### config.mk
export PLATFORM = sky130hd
export DESIGN_NAME = mfcc_frame_addr_ctrl_flat
export DESIGN_NICKNAME = d
export VERILOG_FILES = /design/src/rtl/mfcc_frame_addr_ctrl_if.sv /design/src/rtl/mfcc_frame_addr_ctrl.sv /design/src/flat_wrapper.sv
export SDC_FILE = /design/constraint.sdc
export NUM_CORES = 1
export LEC_CHECK = 0
export BUFFER_PORTS_ARGS = -buffer_cell sky130_fd_sc_hd__buf_2
export CAP_MARGIN = 20
export CORE_UTILIZATION = 63
export DETAILED_ROUTE_END_ITERATION = 6
export PLACE_DENSITY_LB_ADDON = 0.25
export SLEW_MARGIN = 30
export SYNTH_ARGS = -nofsm -noshare
export SYNTH_HDL_FRONTEND = slang
export SYNTH_SLANG_ARGS = --single-unit
### constraint.sdc
create_clock -name clk -period 7 [get_ports clk]
set_input_delay 0.7 -clock clk [delete_from_list [all_inputs] [get_ports clk]]
set_output_delay 0.7 -clock clk [all_outputs]
set_load 0.01 [all_outputs]
### src/rtl/mfcc_frame_addr_ctrl_if.sv
// rtl/mfcc_frame_addr_ctrl_if.sv - control and generator-command bundle for the MFCC frame address sequencer
//
// Purpose: groups the sequencer's control handshake (start/num_frames/abort/busy/done),
// the sample-buffer read qualifier (rd_ready) and the address-generator command and
// shadow outputs.
// Ports (signals):
//   start, num_frames, abort, rd_ready            : driven by the controlling side (master)
//   addr_sel, addr_value                          : generator command from the sequencer
//   addr_valid, addr_exp, frame_first, frame_last : latency-aligned sample qualifier and shadow
//   busy, done                                    : job status
// Modports: master = frame-level controller side, slave = sequencer.

interface mfcc_frame_addr_ctrl_if #(
    parameter int ADDR_WIDTH = 12
);
    logic                  start;
    logic [7:0]            num_frames;
    logic                  abort;
    logic                  rd_ready;
    logic [1:0]            addr_sel;
    logic [ADDR_WIDTH-1:0] addr_value;
    logic                  addr_valid;
    logic [ADDR_WIDTH-1:0] addr_exp;
    logic                  frame_first;
    logic                  frame_last;
    logic                  busy;
    logic                  done;

    modport master (
        output start, num_frames, abort, rd_ready,
        input  addr_sel, addr_value, addr_valid, addr_exp,
        input  frame_first, frame_last, busy, done
    );

    modport slave (
        input  start, num_frames, abort, rd_ready,
        output addr_sel, addr_value, addr_valid, addr_exp,
        output frame_first, frame_last, busy, done
    );
endinterface

### src/rtl/mfcc_frame_addr_ctrl.sv
// rtl/mfcc_frame_addr_ctrl.sv - command sequencer walking overlapping MFCC analysis frames
//
// Purpose: drives the 2-bit command / addend of the 12-bit sample-address generator so
// that its output walks num_frames frames of FRAME_LEN samples, frame starts HOP apart.
// A shadow copy of the generator address and a valid pipeline ADDR_LAT deep tell the
// read path which generator outputs are real samples.
// Ports:
//   clk        : clock
//   rst_n      : asynchronous active-low reset
//   bus.start / bus.num_frames : job request, accepted only while idle
//   bus.abort  : synchronous abort, overrides everything else
//   bus.rd_ready : a sample may be issued this cycle
//   bus.addr_sel / bus.addr_value : registered generator command (00 clr, 01 +1, 10 +value, 11 hold)
//   bus.addr_valid / bus.addr_exp / bus.frame_first / bus.frame_last : aligned sample info
//   bus.busy / bus.done : job status and one-cycle completion pulse

module mfcc_frame_addr_ctrl #(
    parameter int ADDR_WIDTH = 12,
    parameter int FRAME_LEN  = 400,
    parameter int HOP        = 160,
    parameter int ADDR_LAT   = 2
) (
    input  logic                   clk,
    input  logic                   rst_n,
    mfcc_frame_addr_ctrl_if.slave  bus
);

    typedef enum logic [2:0] {
        S_IDLE,
        S_CLEAR,
        S_RUN,
        S_DRAIN,
        S_FIN
    } state_t;

    localparam int DW = (ADDR_LAT > 1) ? $clog2(ADDR_LAT) : 1;

    localparam logic [1:0] SEL_CLR  = 2'b00;
    localparam logic [1:0] SEL_INC  = 2'b01;
    localparam logic [1:0] SEL_ADD  = 2'b10;
    localparam logic [1:0] SEL_HOLD = 2'b11;

    localparam logic [ADDR_WIDTH-1:0] LAST_CNT   = ADDR_WIDTH'(FRAME_LEN - 1);
    // Going from the last sample of a frame to the next frame start is a step of
    // HOP-(FRAME_LEN-1); negative values wrap, which the generator's modulo add absorbs.
    localparam logic [ADDR_WIDTH-1:0] JUMP       = ADDR_WIDTH'(HOP - FRAME_LEN + 1);
    localparam logic [DW-1:0]         DRAIN_LAST = DW'(ADDR_LAT - 1);

    state_t                  state_q, state_d;
    logic [1:0]              sel_q, sel_d;
    logic [ADDR_WIDTH-1:0]   value_q, value_d;
    logic [ADDR_WIDTH-1:0]   shadow_q, shadow_d;
    logic [ADDR_WIDTH-1:0]   sample_cnt_q, sample_cnt_d;
    logic [7:0]              frame_cnt_q, frame_cnt_d;
    logic [7:0]              nf_q, nf_d;
    logic [DW-1:0]           drain_q, drain_d;
    logic                    busy_q, busy_d;
    logic                    done_q, done_d;

    logic                    issue;
    logic                    flush;

    logic                    pipe_valid_q [ADDR_LAT];
    logic                    pipe_valid_d [ADDR_LAT];
    logic [ADDR_WIDTH-1:0]   pipe_addr_q  [ADDR_LAT];
    logic [ADDR_WIDTH-1:0]   pipe_addr_d  [ADDR_LAT];
    logic                    pipe_first_q [ADDR_LAT];
    logic                    pipe_first_d [ADDR_LAT];
    logic                    pipe_last_q  [ADDR_LAT];
    logic                    pipe_last_d  [ADDR_LAT];

    // ------------------------------------------------------------------
    // State and command registers
    // ------------------------------------------------------------------
    always_ff @(posedge clk or negedge rst_n) begin
        if (!rst_n) begin
            state_q      <= S_IDLE;
            sel_q        <= SEL_HOLD;
            value_q      <= '0;
            shadow_q     <= '0;
            sample_cnt_q <= '0;
            frame_cnt_q  <= '0;
            nf_q         <= '0;
            drain_q      <= '0;
            busy_q       <= 1'b0;
            done_q       <= 1'b0;
        end else begin
            state_q      <= state_d;
            sel_q        <= sel_d;
            value_q      <= value_d;
            shadow_q     <= shadow_d;
            sample_cnt_q <= sample_cnt_d;
            frame_cnt_q  <= frame_cnt_d;
            nf_q         <= nf_d;
            drain_q      <= drain_d;
            busy_q       <= busy_d;
            done_q       <= done_d;
        end
    end

    // ------------------------------------------------------------------
    // Next-state and command decode. Everything computed here is the value
    // that appears on the ports in the following cycle.
    // ------------------------------------------------------------------
    always_comb begin
        state_d      = state_q;
        sel_d        = SEL_HOLD;
        value_d      = '0;
        shadow_d     = shadow_q;
        sample_cnt_d = sample_cnt_q;
        frame_cnt_d  = frame_cnt_q;
        nf_d         = nf_q;
        drain_d      = drain_q;
        busy_d       = busy_q;
        done_d       = 1'b0;
        issue        = 1'b0;
        flush        = 1'b0;

        case (state_q)
            S_IDLE: begin
                if (bus.start) begin
                    nf_d = bus.num_frames;
                    if (bus.num_frames != 8'd0) begin
                        state_d = S_CLEAR;
                        sel_d   = SEL_CLR;
                        busy_d  = 1'b1;
                    end else begin
                        // Empty job: straight to completion without touching the generator.
                        state_d = S_FIN;
                        busy_d  = 1'b0;
                        done_d  = 1'b1;
                    end
                end
            end

            S_CLEAR: begin
                shadow_d     = '0;
                sample_cnt_d = '0;
                frame_cnt_d  = '0;
                state_d      = S_RUN;
            end

            S_RUN: begin
                if (bus.rd_ready) begin
                    // The sample issued now is the shadow address before this command.
                    issue = 1'b1;
                    if (sample_cnt_q != LAST_CNT) begin
                        sel_d        = SEL_INC;
                        shadow_d     = shadow_q + 1'b1;
                        sample_cnt_d = sample_cnt_q + 1'b1;
                    end else if (frame_cnt_q != (nf_q - 8'd1)) begin
                        sel_d        = SEL_ADD;
                        value_d      = JUMP;
                        shadow_d     = shadow_q + JUMP;
                        sample_cnt_d = '0;
                        frame_cnt_d  = frame_cnt_q + 8'd1;
                    end else begin
                        state_d = S_DRAIN;
                        drain_d = '0;
                    end
                end
            end

            S_DRAIN: begin
                // Wait out the generator latency so done lands one cycle after the last valid.
                if (drain_q == DRAIN_LAST) begin
                    state_d = S_FIN;
                    busy_d  = 1'b0;
                    done_d  = 1'b1;
                end else begin
                    drain_d = drain_q + 1'b1;
                end
            end

            S_FIN: begin
                state_d = S_IDLE;
            end

            default: begin
                state_d = S_IDLE;
            end
        endcase

        // Abort overrides any decision above, including a same-cycle start.
        if (bus.abort) begin
            state_d = S_IDLE;
            sel_d   = SEL_CLR;
            value_d = '0;
            busy_d  = 1'b0;
            done_d  = 1'b0;
            issue   = 1'b0;
            flush   = 1'b1;
        end
    end

    // ------------------------------------------------------------------
    // Valid / shadow pipeline: stage 0 captures an issued sample, the last
    // stage lines up with the generator output ADDR_LAT cycles later.
    // ------------------------------------------------------------------
    always_comb begin
        pipe_valid_d = '{default: 1'b0};
        pipe_addr_d  = '{default: '0};
        pipe_first_d = '{default: 1'b0};
        pipe_last_d  = '{default: 1'b0};

        if (!flush) begin
            pipe_valid_d[0] = issue;
            pipe_addr_d[0]  = issue ? shadow_q : '0;
            pipe_first_d[0] = issue && (sample_cnt_q == '0);
            pipe_last_d[0]  = issue && (sample_cnt_q == LAST_CNT);
            for (int i = 1; i < ADDR_LAT; i++) begin
                pipe_valid_d[i] = pipe_valid_q[i-1];
                pipe_addr_d[i]  = pipe_addr_q[i-1];
                pipe_first_d[i] = pipe_first_q[i-1];
                pipe_last_d[i]  = pipe_last_q[i-1];
            end
        end
    end

    always_ff @(posedge clk or negedge rst_n) begin
        if (!rst_n) begin
            pipe_valid_q <= '{default: 1'b0};
            pipe_addr_q  <= '{default: '0};
            pipe_first_q <= '{default: 1'b0};
            pipe_last_q  <= '{default: 1'b0};
        end else begin
            pipe_valid_q <= pipe_valid_d;
            pipe_addr_q  <= pipe_addr_d;
            pipe_first_q <= pipe_first_d;
            pipe_last_q  <= pipe_last_d;
        end
    end

    // ------------------------------------------------------------------
    // Outputs (all straight from flops)
    // ------------------------------------------------------------------
    assign bus.addr_sel    = sel_q;
    assign bus.addr_value  = value_q;
    assign bus.addr_valid  = pipe_valid_q[ADDR_LAT-1];
    assign bus.addr_exp    = pipe_addr_q[ADDR_LAT-1];
    assign bus.frame_first = pipe_first_q[ADDR_LAT-1];
    assign bus.frame_last  = pipe_last_q[ADDR_LAT-1];
    assign bus.busy        = busy_q;
    assign bus.done        = done_q;

endmodule
### src/flat_wrapper.sv
// flat-port wrapper written by rule: the top's interface ports become plain ports
module mfcc_frame_addr_ctrl_flat 
#(
    parameter int ADDR_WIDTH = 12,
    parameter int FRAME_LEN  = 400,
    parameter int HOP        = 160,
    parameter int ADDR_LAT   = 2
)
  (clk, rst_n, bus_start, bus_num_frames, bus_abort, bus_rd_ready, bus_addr_sel, bus_addr_value, bus_addr_valid, bus_addr_exp, bus_frame_first, bus_frame_last, bus_busy, bus_done);
  mfcc_frame_addr_ctrl_if #(.ADDR_WIDTH(ADDR_WIDTH)) bus_i ();
  input  logic clk;
  input  logic rst_n;
  input wire logic [$bits(bus_i.start)-1:0] bus_start;
  input wire logic [$bits(bus_i.num_frames)-1:0] bus_num_frames;
  input wire logic [$bits(bus_i.abort)-1:0] bus_abort;
  input wire logic [$bits(bus_i.rd_ready)-1:0] bus_rd_ready;
  output wire logic [$bits(bus_i.addr_sel)-1:0] bus_addr_sel;
  output wire logic [$bits(bus_i.addr_value)-1:0] bus_addr_value;
  output wire logic [$bits(bus_i.addr_valid)-1:0] bus_addr_valid;
  output wire logic [$bits(bus_i.addr_exp)-1:0] bus_addr_exp;
  output wire logic [$bits(bus_i.frame_first)-1:0] bus_frame_first;
  output wire logic [$bits(bus_i.frame_last)-1:0] bus_frame_last;
  output wire logic [$bits(bus_i.busy)-1:0] bus_busy;
  output wire logic [$bits(bus_i.done)-1:0] bus_done;
  assign bus_i.start = bus_start;
  assign bus_i.num_frames = bus_num_frames;
  assign bus_i.abort = bus_abort;
  assign bus_i.rd_ready = bus_rd_ready;
  assign bus_addr_sel = bus_i.addr_sel;
  assign bus_addr_value = bus_i.addr_value;
  assign bus_addr_valid = bus_i.addr_valid;
  assign bus_addr_exp = bus_i.addr_exp;
  assign bus_frame_first = bus_i.frame_first;
  assign bus_frame_last = bus_i.frame_last;
  assign bus_busy = bus_i.busy;
  assign bus_done = bus_i.done;
  mfcc_frame_addr_ctrl #(.ADDR_WIDTH(ADDR_WIDTH), .FRAME_LEN(FRAME_LEN), .HOP(HOP), .ADDR_LAT(ADDR_LAT)) u_core (.clk(clk), .rst_n(rst_n), .bus(bus_i));
endmodule
# Word level (Yosys, flattened, before mapping)
# Cells that the tools add are included.
[totals]
latchBits = 0
word_cells = 110
register_bits = 90
in_bits = 13
ram_bits = 0
romBits = 0
memories = 0
[op_classes]
div = 0
n_eq_ne = 16
n_mul = 0
n_reduce_logical = 14
mux = 56
bitwise_logic = 0
shift = 0
magnitude_cmp = 0
add_sub_neg = 6
[ops]
columns = ["operator", "n"]
rows = [
  ["$mux 12", 12],
  ["$pmux 12 s2", 2],
  ["$add 12x1->12 const B", 2],
  ["$mux 24", 1],
  ["$mux 8", 3],
  ["$mux 3", 7],
  ["$mux 1", 17],
  ["$mux 2", 8],
  ["$pmux 8 s2", 1],
  ["$add 12x12->12 const B", 1],
  ["$eq 12x9->1 const B", 1],
  ["$logic_not 12->1", 1],
  ["$ne 12x9->1 const B", 1],
  ["$ne 3x3->1 const B", 4],
  ["$pmux 3 s4", 1],
  ["$add 8x1->8 const B", 1],
  ["$ne 8x8->1", 1],
  ["$reduce_and 4->1", 2],
  ["$reduce_bool 8->1", 1],
  ["$sub 8x1->8 const B", 1],
  ["$eq 3x2->1 const B", 2],
  ["$ne 2x2->1 const B", 3],
  ["$pmux 1 s2", 3],
  ["$reduce_and 3->1", 2],
  ["12 further kinds", 14],
]

# Depth between registers and ports, before layout
# Gate-level depths: netlist of run 1.
[logic_depth]
ltp_word = 7
depth_mapped = 10
mapped_depth_nobuf = 10

# Worst setup path before layout of run 1
# OpenSTA, ideal clock, no wires.
[synth_timing]
path_type = "flip-flop to flip-flop"
start = "reg u_core.sample_cnt_q[4]"
end = "reg u_core.shadow_q[11]"
required_ns = 6.931
arrival_time_ns = 2.609
setup_slack_ns = 4.323
path_stages_with_launch = 10
synth_period_minus_slack_ns = 2.677
setup_ns = 0.069
n_path_buf = 0
cell_sequence = "dfrtp_1 -> nor4_1 -> and4_1 -> ha_1 -> and3_1 -> a311oi_1 -> o21ai_0 -> a2111oi_0 -> o21ai_0 -> nand3_1"
[synth_via]
elab_chain_cells = 4
elab_cells_between_ends = 6
cone_classes = "eq/ne: 2; mux: 3; reduce/logical: 1"
[synth_rtl]
columns = ["element", "line_no", "source"]
rows = [
  ["start, declared", "mfcc_frame_addr_ctrl.sv:53", "logic [ADDR_WIDTH-1:0] sample_cnt_q, sample_cnt_d;"],
  ["start signal, assigned", "mfcc_frame_addr_ctrl.sv:92", "sample_cnt_q <= sample_cnt_d;"],
  ["$ne 12x9->1 *", "mfcc_frame_addr_ctrl.sv:147", "if (sample_cnt_q != LAST_CNT) begin"],
  ["$mux 12", "mfcc_frame_addr_ctrl.sv:147", ""],
  ["$mux 12", "mfcc_frame_addr_ctrl.sv:144", "if (bus.rd_ready) begin"],
  ["$pmux 12 s2", "mfcc_frame_addr_ctrl.sv:119", "case (state_q)"],
  ["end signal, assigned", "mfcc_frame_addr_ctrl.sv:91", "shadow_q <= shadow_d;"],
  ["end, declared", "mfcc_frame_addr_ctrl.sv:52", "logic [ADDR_WIDTH-1:0] shadow_q, shadow_d;"],
]
# Mark *: on every way between the ends. The rest lies on a longest branch, timed or not. The select of a mux whose other input is x is not followed.
# A chain may end at the register's enable or synchronous reset.

# Worst setup path after layout of run 1
# Ends and elaborated chain as after synthesis.

==> impl_metrics.tcl, run 1 <==
set metrics [dict create \
    slew_violations 0 \
    p_leak_nw 2.05 \
    worst_slew_pin_slew_ns 0.734 \
    die_h_um 83.2 \
    max-clock-path-buffers 2 \
    clockRootBuffer "clkbuf_8" \
    place.gp.congestion 0.852 \
    status "finished clean" \
    dieArea_um2 6930 \
    clkPwrFrac 0.352 \
    antenna_found_initial 0 \
    p_comb_frac 0.138 \
    ir_drop_v 0.000166 \
    die_width_um 83.2 \
    grt_use_total 0.244 \
    period_share 0.450 \
    insertedDiodeCount 0 \
    finalSetupViolations 0 \
    final_common_cell "dfrtp_1" \
    core_area_um2 6350 \
    drc 0 \
    grt_pass1_vias 2929 \
    regToRegSetupSlack_ns 3.85 \
    clock_latency_ns 0.35 \
    r2r-start "u_core.sample_cnt_q[4]" \
    ctsHoldBuffers 0 \
    drt_pass1_iterations 4 \
    via_count 3192 \
    fmax_mhz 318 \
    hp-class "primary input to async pin" \
    first_iter_violations 183 \
    final_antenna_net_count 0 \
    reg2reg_depth 9 \
    drive_gt1_frac 0.160 \
    syn_avg_cell_area_um2 9.85 \
    cts_buffers 9 \
    fin_crit_ns 3.15 \
    grt_pass1_wl_um 13400 \
    yosysUniqueCellTypes 61 \
    drv_cap 0 \
    cp-end-kind "flop" \
    hold_violations 0 \
    tritoncts "built" \
    setup.worst_path.class "flop to flop" \
    powerDensity_nw_per_um2 222 \
    cp.arrival_ns 3.44 \
    r2r_end "u_core.shadow_q[11]" \
    crit_fanout 7 \
    rsz0062_at_grt "false" \
    synth_edf_count 0 \
    netlist_area_um2 4160 \
    clk_pin_slew_ns 0.09 \
    p_switching_w 0.000281 \
    clock-skew-final_ns 0.0101 \
    ys.warnings.count 0 \
    dp_hpwl_um 5510 \
    max_slew_margin 0.511 \
    ys.flop_type "dfrtp_1" \
    areaGrowthSynthToFinish_pct 6.74 \
    ioPinCount 44 \
    wirelength_um 8040 \
    start_util 0.655 \
    synth-seq-cells 79 \
    viasPerCell 6.13 \
    globalRoute.totalOverflow 0 \
    grt_max_degree 80 \
    switching_share 0.285 \
    wl_per_cell_um 15.4 \
    seqPwrFrac 0.510 \
    rows 29 \
    clkSinkCount 79 \
    io_buffer_count 37 \
    yosysSeqAreaShare 0.476 \
    crit_path_start_kind "flop" \
    final_cell_mix "dfrtp_1, buf_2, nand2_1" \
    utilization 0.699 \
    synth_cells 422 \
    final_nets 461 \
    async_flop_share 1.00 \
    final.setup.tns_ns 0 \
    required_ns 7.29 \
    htreeDepth 3 \
    post_cts_buffers 0 \
    internal_power_w 0.000704 \
    cts_resized 0 \
]
[cells by family after synthesis]
family / share of synthesized area
other: 0.000902
XOR/XNOR: 0.0253
AND/OR/NAND/NOR: 0.227
buffers and inverters: 0.0683
multiplexers: 0.0235
flip-flops: 0.476
AO/OA/AOI/OAI: 0.151
adder cells (fa/ha/maj): 0.0271
[flip-flops by register name, indices dropped and copies added (netlist names), 2 cells and up]
signal               count
u_core.bus.addr_exp     12
u_core.pipe_addr_q      12
u_core.sample_cnt_q     12
u_core.shadow_q         12
u_core.frame_cnt_q       8
u_core.nf_q              8
u_core.state_q           3
u_core.bus.addr_sel      2
[Yosys cell counts, types with 6 or more instances]
master / n / share of area
xor2_1: 6 / 0.013
dfrtp_1: 77 / 0.46
a21oi_1: 22 / 0.026
ha_1: 9 / 0.027
or3_1: 8 / 0.012
and3_1: 11 / 0.017
nor4_1: 6 / 0.0090
or4_1: 11 / 0.020
nor2_1: 19 / 0.017
nand2_1: 30 / 0.027
nand4_1: 7 / 0.011
nand3_1: 12 / 0.014
nor2b_1: 19 / 0.029
buf_4: 23 / 0.042
xnor2_1: 6 / 0.013
nor3_1: 8 / 0.0096
clkbuf_1: 11 / 0.0099
o21ai_0: 27 / 0.033
inv_1: 10 / 0.0090
mux2_2: 6 / 0.016
o31ai_1: 12 / 0.022
and2_1: 17 / 0.026
[metal layers]
layer	track usage	routed length, um	up-vias
li1	-	-	1544
met5	0	0	-
met1	0.329	3660	1543
met3	0.0437	438	8
met4	0.0940	95	0
met2	0.394	3850	97
[worst max-delay path by stage]
stage | depth (start not counted) | to | slack (ns) | from
global placement | 9 | u_core.shadow_q[11] | 4.04 | u_core.sample_cnt_q[4]
detailed placement | 9 | u_core.shadow_q[11] | 3.96 | u_core.sample_cnt_q[4]
floorplan | 9 | u_core.shadow_q[11] | 4.32 | u_core.sample_cnt_q[4]
global route | 9 | u_core.shadow_q[11] | 3.64 | u_core.sample_cnt_q[4]
CTS | 9 | u_core.shadow_q[11] | 3.91 | u_core.sample_cnt_q[4]
finish | 9 | u_core.shadow_q[11] | 3.85 | u_core.sample_cnt_q[4]
[through the flow]
stage	setup slack [ns]	total power (W)	std cells	area (um2)	hold WS, ns
floorplan	4.32	0.000602	427	4180	0.404
global placement	4.04	0.000641	504	4220	0.440
detailed placement	3.96	0.000644	505	4230	0.446
CTS	3.91	0.000989	521	4430	0.465
global route	3.64	0.00103	521	4440	0.440
finish	3.85	0.000985	521	4440	0.374
[area by class of cell]
type | instances | area [um2]
Fill cell | 487 | 1910
Timing Repair Buffer | 39 | 206
Multi-Input combinational cell | 300 | 1910
Inverter | 10 | 37.5
Clock buffer | 10 | 138
Tap cell | 77 | 96.3
Sequential cell | 79 | 1980
Clock inverter | 6 | 67.6
[power groups by stage]
stage | logic (W) | registers [W] | clock network (W)
global placement | 0.000131 | 0.000510 | 0
detailed placement | 0.000134 | 0.000511 | 0
CTS | 0.000135 | 0.000502 | 0.000351
floorplan | 0.0000981 | 0.000504 | 0
global route | 0.000152 | 0.000507 | 0.000370
finish | 0.000136 | 0.000503 | 0.000347
[critical path: stages, from the launching register on]
cell       delay, ns
dfrtp_1         0.43
nor4_1          0.50
and4_1          0.48
ha_1            0.33
and3_1          0.20
a311oi_1        0.29
o21ai_0         0.21
a2111oi_0       0.41
o21ai_0         0.13
nand3_1         0.10
(Power assumes the default switching activity.)
==> inputs of run 2 (changes only) <==
--- a/config.mk
+++ b/config.mk
@@ -5,9 +5,10 @@
 export SDC_FILE = /design/constraint.sdc
 export NUM_CORES = 1
 export LEC_CHECK = 0
+export ABC_AREA = 1
 export BUFFER_PORTS_ARGS = -buffer_cell sky130_fd_sc_hd__buf_2
 export CAP_MARGIN = 20
-export CORE_UTILIZATION = 63
+export CORE_UTILIZATION = 59
 export DETAILED_ROUTE_END_ITERATION = 6
 export PLACE_DENSITY_LB_ADDON = 0.25
 export SLEW_MARGIN = 30
==> constraint.sdc (replaced) <==
create_clock -name clk -period 3.05 [get_ports clk]
set_input_delay 0.305 -clock clk [delete_from_list [all_inputs] [get_ports clk]]
set_output_delay 0.305 -clock clk [all_outputs]
set_load 0.01 [all_outputs]
==> run 2 against run 1 <==
The run now ends with negative hold slack left. Critical endpoint is now u_core.shadow_q[9]. First-iteration DRC count is 0.55% lower. Critical path type unchanged. Largest power group unchanged. Cell count is 34% higher. Synthesized cell count is 36% higher. Worst hold slack worse by 0.42 ns. Global-route usage is 0.12 points higher.
==> impl_metrics.tcl, run 2 <==
set metrics [dict create \
    yosysUniqueCellTypes 38 \
    async_flop_share 1.00 \
    globalRoute.totalOverflow 0 \
    power.total_w 0.00300 \
    crit_fanout 7 \
    crit_path_start_kind "flop" \
    io_buffer_count 37 \
    grt_pass1_vias 3320 \
    yosysSeqAreaShare 0.450 \
    synth_cells 575 \
    antenna_found_initial 0 \
    final_antenna_net_count 0 \
    hp-class "primary input to async pin" \
    cp.arrival_ns 2.74 \
    finalSetupViolations 0 \
    clkPwrFrac 0.277 \
    grt_use_total 0.245 \
    crit_start "u_core.sample_cnt_q[0]" \
    netlist.area_leader.share 0.438 \
    core_area_um2 7210 \
    ctsHoldBuffers 0 \
    r2r-start "u_core.sample_cnt_q[0]" \
    synth_area_leaders "dfrtp_1, nand2_1, nor2_1" \
    rsz0062_at_grt "false" \
    clk_pin_slew_ns 0.09 \
    drt_pass1_iterations 5 \
    max-clock-path-buffers 2 \
    wl_per_cell_um 12.0 \
    required_ns 3.30 \
    drv_cap 0 \
    slew_violations 0 \
    p_switching_w 0.00115 \
    fin_crit_ns 2.49 \
    ioPinCount 44 \
    grt_max_degree 80 \
    first_iter_violations 182 \
    insertedDiodeCount 0 \
    dieArea_um2 7810 \
    ys_top_cells_by_count "nand2_1, dfrtp_1, nor2_1" \
    status "finished, violations left" \
    place.gp.congestion 0.886 \
    cp-end-kind "flop" \
    drive_gt1_frac 0.134 \
    clock-skew-final_ns 0.00945 \
    p_leak_nw 2.44 \
    yosysMostFrequentCell "nand2_1" \
    clkSinkCount 79 \
    whs_ns -0.0489 \
    post_cts_buffers 0 \
    internal_power_w 0.00185 \
    cts_resized 0 \
    setup.worst_path.class "flop to flop" \
    final_cell_mix "nand2_1, nor2_1, dfrtp_1" \
    final_common_cell "nand2_1" \
    tritoncts "built" \
    p_comb_frac 0.307 \
    synth-seq-cells 79 \
    fmax_mhz 401 \
    max_slew_margin 0.472 \
    worst_slew_pin_slew_ns 0.789 \
    grt_pass1_wl_um 14700 \
    synth_edf_count 0 \
    seqPwrFrac 0.417 \
    ys.warnings.count 0 \
    drc 0 \
    rows 31 \
    clock_latency_ns 0.36 \
    period_share 0.818 \
    ys.flop_type "dfrtp_1" \
    netlist_area_um2 4400 \
    syn_avg_cell_area_um2 7.65 \
    cts_buffers 9 \
    powerDensity_nw_per_um2 635 \
    ir_drop_v 0.000458 \
    start_util 0.610 \
    clockRootBuffer "clkbuf_8" \
    switching_share 0.383 \
    final_nets 615 \
    die_width_um 88.4 \
    areaGrowthSynthToFinish_pct 7.25 \
    via_count 3489 \
    dp_hpwl_um 5980 \
    final.setup.tns_ns 0 \
    violations "negative hold slack" \
    htreeDepth 3 \
    yosysTopAreaCell "dfrtp_1" \
    die_h_um 88.4 \
    wirelength_um 8360 \
    viasPerCell 5.01 \
    hold_violations 30 \
]
[run 2: changes by cell type in the layout (fill, tap and decap cells not counted), moves of 6 or more]
cell     delta
o21ai_0    -10
or4_1      -11
inv_1      +63
nor2b_1    -19
nand3_1    +35
nand2_1   +116
a21oi_1    -18
xor2_1      +6
mux2_2      -6
and2_1     -17
and3_1     -11
nor2_1     +58
o31ai_1    -12
or3_1       -8
[run 2: metrics by stage]
step	setup slack (ns)	utilization	cells	hold slack, ns	area [um2]
after global routing	0.266	0.654	697	0.0235	4720
after floorplan	0.803	-	580	0.00941	4420
after detailed placement	0.563	0.624	681	0.443	4500
final	0.556	0.654	697	-0.0489	4720
after CTS	0.544	0.653	697	0.134	4710
after global placement	0.636	0.624	681	0.435	4500
[run 2: logic make-up (layout without fill, tap and decap cells)]
kind of cell / after synthesis / in the layout / synth area share
simple gates: 319 / 319 / 0.324
buf+inv: 115 / 133 / 0.123
flops: 79 / 79 / 0.450
compound gates: 36 / 36 / 0.0447
xor+xnor: 16 / 16 / 0.0319
fa+ha+maj: 9 / 9 / 0.0256
other cells: 1 / 6 / 0.000852
[run 2: worst paths after layout]
| path | end | slack [ns] | cells after the start |
|---|---|---|---|
| setup / recovery | u_core.shadow_q[9] | 0.56 | 11 |
| min in group clk | u_core.nf_q[1] | 0.17 | 3 |
| setup reg to reg | u_core.shadow_q[9] | 0.56 | 11 |
| hold / removal | u_core.bus.frame_last | -0.05 | 1 |
| hold reg to reg | u_core.bus.addr_exp[7] | 0.46 | 2 |
| max in group asynchronous | u_core.shadow_q[11] | 2.59 | 1 |
[run 2: area by class of cell]
class                           count  area, um2
Timing Repair Buffer               40        214
Fill cell                         628       2500
Multi-Input combinational cell    386       1900
Inverter                           77        290
Sequential cell                    79       1980
Tap cell                           99        124
Clock inverter                      5       63.8
Clock buffer                       11        151
[run 2: layer usage]
layer	share of wire	GRT usage	up-vias	routed length [um]
met5	0	0	-	0
met4	0.014	0.0865	0	121
met3	0.039	0.0532	11	322
met2	0.49	0.421	66	4060
met1	0.46	0.305	1596	3850
li1	-	-	1816	-
[run 2: critical path, stage by stage, from the launching register on]
cell and delay, ns:
dfrtp_1 0.42, ha_1 0.20, nand3_1 0.26, nor3_4 0.40
ha_1 0.34, nand2_1 0.10, o21ai_0 0.14, a21oi_1 0.18
xor2_1 0.15, nor2_1 0.05, nand3_1 0.09, nand2_1 0.05
[run 2: power groups by stage]
stage          clock (W)  combinational (W)  sequential [W]
6_report        0.000830           0.000919         0.00125
5_1_grt         0.000892            0.00106         0.00126
3_3_place_gp           0           0.000899         0.00126
2_1_floorplan          0           0.000747         0.00125
3_5_place_dp           0           0.000918         0.00127
4_1_cts         0.000846           0.000933         0.00125
